File: src/rtl/crc_stream_engine_pkg.sv
// Shared types and helpers for the streaming CRC engine: FSM state encoding,
// bit-reflection functions and elaboration-time parameter legality check.
package crc_stream_pkg;

  typedef enum logic [2:0] {
    ST_IDLE  = 3'd0,
    ST_SHIFT = 3'd1,
    ST_WAIT  = 3'd2,
    ST_FINAL = 3'd3,
    ST_DONE  = 3'd4
  } crc_state_e;

  function automatic logic [7:0] reflect8(input logic [7:0] v);
    logic [7:0] r;
    for (int i = 0; i < 8; i++) begin
      r[i] = v[7-i];
    end
    return r;
  endfunction

  // Reverses the low n bits of v; bits at and above n come back as zero.
  function automatic logic [31:0] reflect_n(input logic [31:0] v, input int unsigned n);
    logic [31:0] r;
    logic [4:0]  idx;
    r = 32'd0;
    for (int unsigned i = 32'd0; i < 32'd32; i++) begin
      if (i < n) begin
        idx  = 5'(n - 32'd1 - i);
        r[i] = v[idx];
      end
    end
    return r;
  endfunction

  function automatic bit params_ok(input int w, input int dw, input int bpc);
    return ((dw % 32'sd8) == 32'sd0) && (bpc > 32'sd0) && ((dw % bpc) == 32'sd0) &&
           (w >= 32'sd8) && (w <= 32'sd32);
  endfunction

endpackage

File: src/rtl/crc_stream_engine_if.sv
// Message-word input stream and CRC result stream of the CRC engine.
// master = packet source / result consumer, slave = engine.
interface crc_stream_engine_if #(
  parameter int W  = 32,
  parameter int DW = 32
);
  logic          s_valid;
  logic          s_ready;
  logic [DW-1:0] s_data;
  logic          s_last;
  logic          m_valid;
  logic          m_ready;
  logic [W-1:0]  m_crc;

  modport master (
    output s_valid, s_data, s_last, m_ready,
    input  s_ready, m_valid, m_crc
  );

  modport slave (
    input  s_valid, s_data, s_last, m_ready,
    output s_ready, m_valid, m_crc
  );
endinterface

File: src/rtl/crc_step_unit.sv
// Combinational CRC advance by BPC message bits, MSB (bits[BPC-1]) first;
// the x^W term of the polynomial is implicit.
module crc_step_unit #(
  parameter int W   = 32,
  parameter int BPC = 8
) (
  input  logic [W-1:0]   crc_in,
  input  logic [W-1:0]   poly,
  input  logic [BPC-1:0] bits,
  output logic [W-1:0]   crc_out
);

  logic [W-1:0] acc_s;
  logic         fb_s;

  // Unrolled serial LFSR, one iteration per message bit
  always_comb begin
    acc_s = crc_in;
    fb_s  = 1'b0;
    for (int i = BPC - 1; i >= 0; i--) begin
      fb_s  = acc_s[W-1] ^ bits[i];
      acc_s = {acc_s[W-2:0], 1'b0} ^ (fb_s ? poly : {W{1'b0}});
    end
    crc_out = acc_s;
  end

endmodule

File: src/rtl/crc_stream_engine.sv
// Streaming CRC engine: accepts multi-word frames on a valid/ready stream,
// advances the CRC BPC bits per clock and returns the final CRC on a result port.
module crc_stream_engine
  import crc_stream_pkg::*;
#(
  parameter int W   = 32,
  parameter int DW  = 32,
  parameter int BPC = 8
) (
  input  logic                 clk,
  input  logic                 rst,
  input  logic [W-1:0]         cfg_poly,
  input  logic [W-1:0]         cfg_init,
  input  logic [W-1:0]         cfg_xorout,
  input  logic                 cfg_refin,
  input  logic                 cfg_refout,
  crc_stream_engine_if.slave   bus,
  output logic                 busy
);

  localparam int STEPS = DW / BPC;
  localparam int CW    = (STEPS > 1) ? $clog2(STEPS) : 1;
  localparam logic [CW-1:0] LAST_CNT = CW'(STEPS - 1);

  if (!params_ok(W, DW, BPC)) begin : g_bad_params
    $error("crc_stream_engine: illegal W/DW/BPC combination");
  end

  crc_state_e    state_r, next_s;
  logic [W-1:0]  crc_r, poly_r, xorout_r, m_crc_r;
  logic [DW-1:0] sh_r, word_s;
  logic [CW-1:0] cnt_r;
  logic          last_r, refin_r, refout_r;
  logic          s_ready_r, m_valid_r, busy_r;
  logic          s_ready_nx_s, m_valid_nx_s, busy_nx_s;
  logic          accept_s, in_refin_s;
  logic [W-1:0]  step_crc_s, refl_s, final_s;

  // s_ready is only raised in IDLE/WAIT, so it alone qualifies the handshake
  assign accept_s   = bus.s_valid & s_ready_r;
  assign in_refin_s = (state_r == ST_IDLE) ? cfg_refin : refin_r;
  assign refl_s     = W'(reflect_n(32'(crc_r), W));
  assign final_s    = (refout_r ? refl_s : crc_r) ^ xorout_r;

  crc_step_unit #(.W(W), .BPC(BPC)) u_step (
    .crc_in  (crc_r),
    .poly    (poly_r),
    .bits    (sh_r[DW-1 -: BPC]),
    .crc_out (step_crc_s)
  );

  // Incoming word with each byte optionally bit-reflected
  always_comb begin
    word_s = bus.s_data;
    for (int b = 0; b < DW / 8; b++) begin
      if (in_refin_s) begin
        word_s[8*b +: 8] = reflect8(bus.s_data[8*b +: 8]);
      end else begin
        word_s[8*b +: 8] = bus.s_data[8*b +: 8];
      end
    end
  end

  // FSM state register
  always_ff @(posedge clk or negedge rst) begin
    if (!rst) begin
      state_r <= ST_IDLE;
    end else begin
      state_r <= next_s;
    end
  end

  // FSM next-state logic
  always_comb begin
    next_s = state_r;
    case (state_r)
      ST_IDLE: begin
        if (accept_s) next_s = ST_SHIFT;
        else          next_s = ST_IDLE;
      end
      ST_SHIFT: begin
        if (cnt_r == LAST_CNT) next_s = last_r ? ST_FINAL : ST_WAIT;
        else                   next_s = ST_SHIFT;
      end
      ST_WAIT: begin
        if (accept_s) next_s = ST_SHIFT;
        else          next_s = ST_WAIT;
      end
      ST_FINAL: next_s = ST_DONE;
      ST_DONE: begin
        if (m_valid_r && bus.m_ready) next_s = ST_IDLE;
        else                          next_s = ST_DONE;
      end
      default: next_s = ST_IDLE;
    endcase
  end

  // FSM outputs, decoded from the next state so they register in step with it
  always_comb begin
    s_ready_nx_s = 1'b0;
    m_valid_nx_s = 1'b0;
    busy_nx_s    = 1'b1;
    case (next_s)
      ST_IDLE: begin
        s_ready_nx_s = 1'b1;
        busy_nx_s    = 1'b0;
      end
      ST_WAIT:  s_ready_nx_s = 1'b1;
      ST_DONE:  m_valid_nx_s = 1'b1;
      default: begin
        s_ready_nx_s = 1'b0;
        m_valid_nx_s = 1'b0;
      end
    endcase
  end

  // Registered handshake and status outputs
  always_ff @(posedge clk or negedge rst) begin
    if (!rst) begin
      s_ready_r <= 1'b0;
      m_valid_r <= 1'b0;
      busy_r    <= 1'b0;
    end else begin
      s_ready_r <= s_ready_nx_s;
      m_valid_r <= m_valid_nx_s;
      busy_r    <= busy_nx_s;
    end
  end

  // Datapath: frame configuration, shift register, CRC register and result
  always_ff @(posedge clk or negedge rst) begin
    if (!rst) begin
      crc_r    <= {W{1'b0}};
      poly_r   <= {W{1'b0}};
      xorout_r <= {W{1'b0}};
      refin_r  <= 1'b0;
      refout_r <= 1'b0;
      sh_r     <= {DW{1'b0}};
      last_r   <= 1'b0;
      cnt_r    <= {CW{1'b0}};
      m_crc_r  <= {W{1'b0}};
    end else begin
      case (state_r)
        ST_IDLE: begin
          if (accept_s) begin
            poly_r   <= cfg_poly;
            xorout_r <= cfg_xorout;
            refin_r  <= cfg_refin;
            refout_r <= cfg_refout;
            crc_r    <= cfg_init;
            sh_r     <= word_s;
            last_r   <= bus.s_last;
            cnt_r    <= {CW{1'b0}};
          end
        end
        ST_WAIT: begin
          if (accept_s) begin
            sh_r   <= word_s;
            last_r <= bus.s_last;
            cnt_r  <= {CW{1'b0}};
          end
        end
        ST_SHIFT: begin
          crc_r <= step_crc_s;
          sh_r  <= sh_r << BPC;
          cnt_r <= cnt_r + CW'(1);
        end
        ST_FINAL: m_crc_r <= final_s;
        default: begin
          crc_r <= crc_r;
        end
      endcase
    end
  end

  assign bus.s_ready = s_ready_r;
  assign bus.m_valid = m_valid_r;
  assign bus.m_crc   = m_crc_r;
  assign busy        = busy_r;

endmodule
File: src/flat_wrapper.sv
// flat-port wrapper written by rule: the top's interface ports become plain ports
module crc_stream_engine_flat import crc_stream_pkg::*;
#(
  parameter int W   = 32,
  parameter int DW  = 32,
  parameter int BPC = 8
)
  (clk, rst, cfg_poly, cfg_init, cfg_xorout, cfg_refin, cfg_refout, busy, bus_s_valid, bus_s_data, bus_s_last, bus_m_ready, bus_s_ready, bus_m_valid, bus_m_crc);
  crc_stream_engine_if #(.W(W), .DW(DW)) bus_i ();
  input  logic clk;
  input  logic rst;
  input  logic [W-1:0] cfg_poly;
  input  logic [W-1:0] cfg_init;
  input  logic [W-1:0] cfg_xorout;
  input  logic cfg_refin;
  input  logic cfg_refout;
  output logic busy;
  input wire logic [$bits(bus_i.s_valid)-1:0] bus_s_valid;
  input wire logic [$bits(bus_i.s_data)-1:0] bus_s_data;
  input wire logic [$bits(bus_i.s_last)-1:0] bus_s_last;
  input wire logic [$bits(bus_i.m_ready)-1:0] bus_m_ready;
  output wire logic [$bits(bus_i.s_ready)-1:0] bus_s_ready;
  output wire logic [$bits(bus_i.m_valid)-1:0] bus_m_valid;
  output wire logic [$bits(bus_i.m_crc)-1:0] bus_m_crc;
  assign bus_i.s_valid = bus_s_valid;
  assign bus_i.s_data = bus_s_data;
  assign bus_i.s_last = bus_s_last;
  assign bus_i.m_ready = bus_m_ready;
  assign bus_s_ready = bus_i.s_ready;
  assign bus_m_valid = bus_i.m_valid;
  assign bus_m_crc = bus_i.m_crc;
  crc_stream_engine #(.W(W), .DW(DW), .BPC(BPC)) u_core (.clk(clk), .rst(rst), .cfg_poly(cfg_poly), .cfg_init(cfg_init), .cfg_xorout(cfg_xorout), .cfg_refin(cfg_refin), .cfg_refout(cfg_refout), .bus(bus_i), .busy(busy));
endmodule
File: config.mk
export PLATFORM = sky130hd
export DESIGN_NAME = crc_stream_engine_flat
export DESIGN_NICKNAME = d
export VERILOG_FILES = /design/src/rtl/crc_stream_engine_pkg.sv /design/src/rtl/crc_stream_engine_if.sv /design/src/rtl/crc_step_unit.sv /design/src/rtl/crc_stream_engine.sv /design/src/flat_wrapper.sv
export SDC_FILE = /design/constraint.sdc
export NUM_CORES = 1
export LEC_CHECK = 0
export CAP_MARGIN = 20
export CORE_ASPECT_RATIO = 1.5
export CORE_UTILIZATION = 52
export CTS_CLUSTER_SIZE = 20
export DETAILED_ROUTE_END_ITERATION = 8
export PLACE_DENSITY_LB_ADDON = 0.25
export RECOVER_POWER = 25
export SLEW_MARGIN = 40
export SYNTH_ARGS = -nofsm -noshare
export SYNTH_HDL_FRONTEND = slang
export SYNTH_HIERARCHICAL = 1
export SYNTH_SLANG_ARGS = --single-unit
File: constraint.sdc
create_clock -name clk -period 3.5 [get_ports clk]
set_input_delay 0.35 -clock clk [delete_from_list [all_inputs] [get_ports clk]]
set_output_delay 0.35 -clock clk [all_outputs]
set_load 0.05 [all_outputs]
==> impl_metrics.env, run 1 <==
export IMPL_synth_xor_area_frac=0.201
export IMPL_grt_pass1_vias=11324
export IMPL_min_path_type="flop to flop"
export IMPL_htreeDepth=4
export IMPL_yosysSeqAreaShare=0.320
export IMPL_core_area_um2=25100
export IMPL_cp_required_ns=3.82
export IMPL_design_area_um2=17100
export IMPL_crit_path_top_delay_cell="dfrtp_2"
export IMPL_crit_path_cell_trace="xor2_4 -> buf_12 -> xnor2_4 -> mux2_4 -> nor4_4 -> o21a_4 -> nor3_4 -> buf_4 -> a311o_1 -> a21o_1 -> buf_6 -> clkbuf_16 -> a21boi_2 -> xnor3_1 -> xor2_1 -> nor2_1 -> a21oi_1"
export IMPL_crit_path_max_incr_delay_ns=0.48
export IMPL_firstDrtPassIters=5
export IMPL_antennaDiodeCount=0
export IMPL_via_per_inst=5.83
export IMPL_ff2ff_setup_slack_ns=-0.43
export IMPL_layout_nets=1783
export IMPL_fin_crit_ns=3.93
export IMPL_gp_congestion=0.929
export IMPL_path_max_fanout=8
export IMPL_area_growth_pct=28.0
export IMPL_syn_nets=1590
export IMPL_path_class="flop to flop"
export IMPL_synth_seq_cells=171
export IMPL_die_area_um2=26400
export IMPL_worstPathArrival_ns=4.25
export IMPL_period_share=1.12
export IMPL_postSynthAreaPerCell_um2=9.20
export IMPL_drt_iter0_drc=873
export IMPL_tritoncts="yes"
export IMPL_timing_rr_end="u_core/crc_r[9]"
export IMPL_fin_ws_ns=-0.434
export IMPL_placed_area_um2=15900
export IMPL_holdPathStages=2
export IMPL_violations="capacitance limit, slew limit, setup timing"
export IMPL_fillers=1945
export IMPL_gr_usage_all_layers=0.295
export IMPL_drtAntennaViolNets=0
export IMPL_clock_sinks=171
export IMPL_clk_pin_slew_worst_paths_ns=0.07
export IMPL_synth_adder_area_share=0.000936
export IMPL_dieHeight_um=198
export IMPL_status="finished, violations left"
export IMPL_grt_pass1_wl_um=60300
export IMPL_ys_flop_type="dfrtp_1"
export IMPL_initial_core_util=0.532
export IMPL_critical_path_top_delay_family="compound AO/OA/AOI/OAI gates"
export IMPL_synth_mux_area_frac=0.137
export IMPL_syn_instance_count=1454
export IMPL_start_kind="flop"
export IMPL_final_common_cell="nand2_1"
export IMPL_maxSlewViolCount=85
export IMPL_yosysWarnings=6
export IMPL_regToRegStartpoint="u_core/crc_r[31]"
export IMPL_drive_gt1_frac=0.186
export IMPL_synth_distinct_cells=75
export IMPL_netlist_area_um2=13400
export IMPL_wirelength_um=39000
export IMPL_rows=71
export IMPL_hold_viol=0
export IMPL_slew_headroom=-0.419
export IMPL_synthArstFlopShare=1.00
export IMPL_overflow=0
export IMPL_endpoint_kind="flop"
export IMPL_drc=0
export IMPL_clock_latency_ns=0.44
export IMPL_worst_path_buf_inv=4
export IMPL_hpwl_um=27500
export IMPL_routedWlPerCell_um=19.6
export IMPL_min_from="u_core/bus.m_crc[28]"
export IMPL_drv_cap=1
export IMPL_ios=170
export IMPL_cts_root_buf="clkbuf_16"
export IMPL_grt_max_degree=85
export IMPL_cts_max_path_buffers=2
export IMPL_die_w_um=133
export IMPL_setup_violations=32
export IMPL_antenna_found_initial=0
export IMPL_most_common_layout_cells="237 x nand2_1, 168 x dfrtp_1, 167 x clkdlybuf4s50_1, 124 x xnor2_1, 110 x buf_4"
export IMPL_numPortBuffers=169
export IMPL_vias=11593
export IMPL_seqCellArea_um2=4280
export IMPL_synth_compound_area_frac=0.150
export IMPL_rr_worst_depth=17
export IMPL_rsz0062_at_grt="yes"
export IMPL_yosys_area_share_simple=0.139
export IMPL_multi_input_area_um2=8850
export IMPL_cts_made_buffers=17
export IMPL_finClkSkew_ns=0.00857
export IMPL_worst_slew_pin_slew_ns=2.13
export IMPL_hold_path_end="u_core/bus.m_crc[28]"
export IMPL_synth_edf_count=0
export IMPL_clock_fmax_mhz=254
export IMPL_synth_top_family_by_area="XOR/XNOR gates"
repair_timing:
action,in CTS,in global routing
hold buffers,1,0
setup buffers,12,15
endpoints found under the hold margin,28,0
resized for setup,35,54
setup endpoints to repair,32,32
cloned,2,2
pin swaps,19,46
worst reg2reg max path: stages, from the launching register on:
cell and delay, ns:
dfrtp_2 0.48, xor2_4 0.21, buf_12 0.15, xnor2_4 0.15, mux2_4 0.35, nor4_4 0.36, o21a_4 0.21, nor3_4 0.05
buf_4 0.15, a311o_1 0.38, a21o_1 0.25, buf_6 0.16, clkbuf_16 0.16, a21boi_2 0.14, xnor3_1 0.27, xor2_1 0.18
nor2_1 0.11, a21oi_1 0.05
sequential cells by signal (all words and copies together), names as in the netlist, 2 cells and up:
signal	flops
u_core/bus.m_crc	32
u_core/xorout_r	32
u_core/cnt_r	2
u_core/sh_r	32
u_core/poly_r	32
u_core/crc_r	32
u_core/state_r	3
metrics by stage:
stage	cells	TNS (ns)	setup WS, ns	hold WS, ns	util
detailed placement	1924	-11.42	-0.432	0.458	0.633
global placement	1924	-8.34	-0.310	0.458	0.633
CTS	1970	-7.86	-0.282	0.485	0.666
floorplan	1454	-0.580	-0.0635	0.0544	-
global route	1987	-15.23	-0.547	0.507	0.681
finish	1987	-11.06	-0.434	0.479	0.681
worst max path at each step:
stage / endpoint / slack [ns] / depth (start not counted) / startpoint
finish: u_core/crc_r[9] / -0.43 / 17 / u_core/crc_r[31]
global route: u_core/crc_r[18] / -0.55 / 17 / u_core/crc_r[31]
CTS: u_core/crc_r[17] / -0.28 / 15 / u_core/sh_r[31]
detailed placement: u_core/crc_r[17] / -0.43 / 17 / u_core/crc_r[29]
global placement: u_core/crc_r[19] / -0.31 / 17 / u_core/crc_r[29]
floorplan: u_core/crc_r[29] / -0.06 / 16 / u_core/crc_r[31]
layer usage:
layer / up-vias / GRT usage / part of all wire
li1: 5391 / - / -
met1: 5662 / 0.331 / 0.37
met2: 429 / 0.543 / 0.54
met3: 111 / 0.0408 / 0.050
met4: 0 / 0.146 / 0.047
met5: - / 0 / 0
layout make-up:
cell class | instances | share of cell area
Clock buffer | 18 | 0.0257
Clock inverter | 13 | 0.00753
Inverter | 7 | 0.00161
Multi-Input combinational cell | 1141 | 0.517
Sequential cell | 171 | 0.250
Tap cell | 328 | 0.0240
Timing Repair Buffer | 309 | 0.174
kinds of logic after synthesis:
group	count (synthesis)
buf+inv	142
compound gates	295
flops	171
xor+xnor	254
mux	175
fa+ha+maj	1
simple gates	416
cell usage after synthesis (all sizes together) (19+ instances only):
library cell	count	area, um^2
a211oi	19	143
clkbuf	89	335
xnor3	31	698
a221o	23	230
o21ai	104	521
a21oi	48	252
xor2	93	822
xnor2	129	1140
nand2b	25	156
nand2	240	901
nand3	48	240
buf	46	320
mux2	69	777
a21boi	26	289
dfrtp	171	4280
nor2	48	188
a31oi	34	228
mux2i	106	1060
Power of run 1 is not shown: default switching activity piles up to over one toggle a cycle in this logic, so the estimate is an artifact.
==> run 2: changes to the inputs <==
CORE_UTILIZATION = 51   (was 52)
CTS_CLUSTER_DIAMETER = 100   (was default)
SYNTH_HIERARCHICAL = default   (was 1)
==> run 2 against run 1 <==
Net effect: the run still ends with capacitance limit, slew limit, setup timing left; fmax increased by 4.0%; worst setup slack improved by 0.15 ns; hold slack worse by 0.020 ns; final area decreased by 6.4%; non-clock buffer count down 22.
==> impl_metrics.env, run 2 <==
export IMPL_path_class="flop to flop"
export IMPL_cp_required_ns=3.81
export IMPL_min_path_type="input pin to flop"
export IMPL_syn_nets=1406
export IMPL_die_area_um2=24100
export IMPL_fin_crit_ns=3.78
export IMPL_status="finished, violations left"
export IMPL_via_per_inst=5.73
export IMPL_fin_ws_ns=-0.284
export IMPL_die_w_um=127
export IMPL_endpoint_kind="flop"
export IMPL_grt_busiest_layer="met2"
export IMPL_syn_instance_count=1270
export IMPL_numPortBuffers=169
export IMPL_antenna_found_initial=0
export IMPL_crit_path_cell_trace="xor2_4 -> buf_12 -> nand2_4 -> xor2_1 -> or4_4 -> nand3_2 -> xnor3_1 -> a21o_1 -> a211oi_4 -> buf_12 -> o21ai_1 -> xnor3_1 -> xor2_1 -> a21oi_1"
export IMPL_wirelength_um=35200
export IMPL_clock_latency_ns=0.45
export IMPL_use_met2=0.518
export IMPL_final_common_cell="nand2_1"
export IMPL_rsz0062_at_grt="yes"
export IMPL_worstPathArrival_ns=4.09
export IMPL_routedWlPerCell_um=19.6
export IMPL_fillers=1729
export IMPL_synth_edf_count=0
export IMPL_drv_cap=1
export IMPL_finClkSkew_ns=0.0173
export IMPL_yosysSeqAreaShare=0.357
export IMPL_netlist_top_cells_count="258 x nand2_1, 171 x dfrtp_1, 170 x xnor2_1, 136 x o21ai_0, 93 x clkbuf_1"
export IMPL_drtAntennaViolNets=0
export IMPL_worst_slew_pin_slew_ns=2.26
export IMPL_postSynthAreaPerCell_um2=9.43
export IMPL_netlist_area_um2=12000
export IMPL_gr_usage_all_layers=0.292
export IMPL_met1_usage=0.326
export IMPL_maxSlewViolCount=88
export IMPL_cts_max_path_buffers=2
export IMPL_tritoncts="yes"
export IMPL_firstDrtPassIters=5
export IMPL_clock_fmax_mhz=264
export IMPL_yosysWarnings=0
export IMPL_multi_input_area_um2=7830
export IMPL_synthArstFlopShare=1.00
export IMPL_hold_viol=0
export IMPL_yosys_cell_count_top_type="nand2_1"
export IMPL_initial_core_util=0.519
export IMPL_antennaDiodeCount=0
export IMPL_use_met3=0.0472
export IMPL_grt_pass1_vias=10313
export IMPL_drt_iter0_drc=699
export IMPL_htreeDepth=4
export IMPL_ios=170
export IMPL_clock_sinks=171
export IMPL_yosysTopAreaCell="dfrtp_1"
export IMPL_most_common_layout_cells="253 x nand2_1, 168 x clkdlybuf4s50_1, 167 x dfrtp_1, 157 x xnor2_1, 102 x o21ai_0"
export IMPL_utilization=0.695
export IMPL_grt_pass1_wl_um=54000
export IMPL_violations="capacitance limit, slew limit, setup timing"
export IMPL_dieHeight_um=190
export IMPL_cts_made_buffers=17
export IMPL_critical_path_top_delay_family="XOR/XNOR gates"
export IMPL_grt_max_degree=88
export IMPL_hold_ws_ns=0.460
export IMPL_worst_path_buf_inv=2
export IMPL_synth_distinct_cells=58
export IMPL_area_growth_pct=33.9
export IMPL_synth_seq_cells=171
export IMPL_drc=0
export IMPL_core_area_um2=23100
export IMPL_start_kind="flop"
export IMPL_period_share=1.08
export IMPL_yosys_area_top_type_share=0.357
export IMPL_ys_top_cells_by_area="dfrtp_1 36%, xnor2_1 12%, mux2_2 8.5%"
export IMPL_rows=68
export IMPL_ys_flop_type="dfrtp_1"
export IMPL_seqCellArea_um2=4280
export IMPL_cts_root_buf="clkbuf_16"
export IMPL_vias=10278
export IMPL_path_max_fanout=14
export IMPL_drive_gt1_frac=0.222
export IMPL_overflow=0
export IMPL_gp_congestion=0.881
export IMPL_hpwl_um=23400
export IMPL_crit_path_max_incr_delay_ns=0.62
export IMPL_slew_headroom=-0.509
export IMPL_setup_violations=31
export IMPL_crit_path_top_delay_cell="or4_4"
export IMPL_layout_nets=1602
export IMPL_clk_pin_slew_worst_paths_ns=0.07
## run 2: cell count changes in the layout (fill, tap and decap cells not counted), moves of 27 or more
cell / delta
a21oi_1: -33
buf_4: -27
mux2_2: +63
nor2_1: -35
xor2_1: -48
a31oi_1: -31
xnor2_1: +33
mux2_1: -41
mux2i_1: -39
## run 2: area by class of cell
cell class	count	share of cell area
clock inverter	13	0.00921
sequential	171	0.267
timing repair buffer	287	0.182
multi-input combinational	984	0.488
inverter	5	0.00117
tap	315	0.0246
clock buffer	19	0.0276
## run 2: worst register-to-register path, stage by stage, from the launching register on
cell      delay, ns
dfrtp_2        0.50
xor2_4         0.26
buf_12         0.15
nand2_4        0.06
xor2_1         0.18
or4_4          0.62
nand3_2        0.11
xnor3_1        0.26
a21o_1         0.24
a211oi_4       0.34
buf_12         0.19
o21ai_1        0.08
xnor3_1        0.43
xor2_1         0.16
a21oi_1        0.08
## run 2: through the flow
step                      instances  instance area [um^2]  TNS [ns]  worst slack, ns
final                          1794                 16000     -6.31           -0.284
after global routing           1794                 16000    -10.23           -0.408
after CTS                      1782                 15600     -3.88           -0.161
after detailed placement       1726                 14400     -9.52           -0.369
after global placement         1726                 14400     -9.36           -0.377
after floorplan                1270                 12000         0           0.0133
## run 2: what timing repair did
action                     4_1_cts  5_1_grt
hold buffers                     0        0
cloned                           4        2
setup endpoints to repair       32       32
setup buffers                   20       11
pin swaps                        7       26
gates resized for setup         65       87
## run 2: final timing paths
kind,end,slack (ns),startpoint,depth (start not counted)
hold reg to reg,u_core.bus.m_crc[28],0.48,u_core.bus.m_crc[28],2
setup reg to reg,u_core.crc_r[3],-0.28,u_core.crc_r[31],14
setup / recovery,u_core.crc_r[3],-0.28,u_core.crc_r[31],14
min in group asynchronous,u_core.bus.m_crc[12],0.56,rst,1
max in group asynchronous,u_core.crc_r[31],0.87,rst,2
hold / removal,u_core.poly_r[31],0.46,cfg_poly[31],3
## run 2: kinds of logic (layout without fill, tap and decap cells)
kind of cell,Yosys count,in the layout,synth area share
adder cells (fa/ha/maj),1,1,0.00105
AND/OR/NAND/NOR,355,355,0.126
buffers and inverters,115,324,0.0371
multiplexers,156,156,0.140
AO/OA/AOI/OAI,218,218,0.108
XOR/XNOR,254,254,0.230
flip-flops,171,171,0.357
## run 2: routing by layer
layer / share of wire / wire length, um
met3: 0.052 / 1830
met5: 0 / 0
met2: 0.52 / 18400
met4: 0.066 / 2320
met1: 0.36 / 12600
Power of run 2 is left out for the same reason.
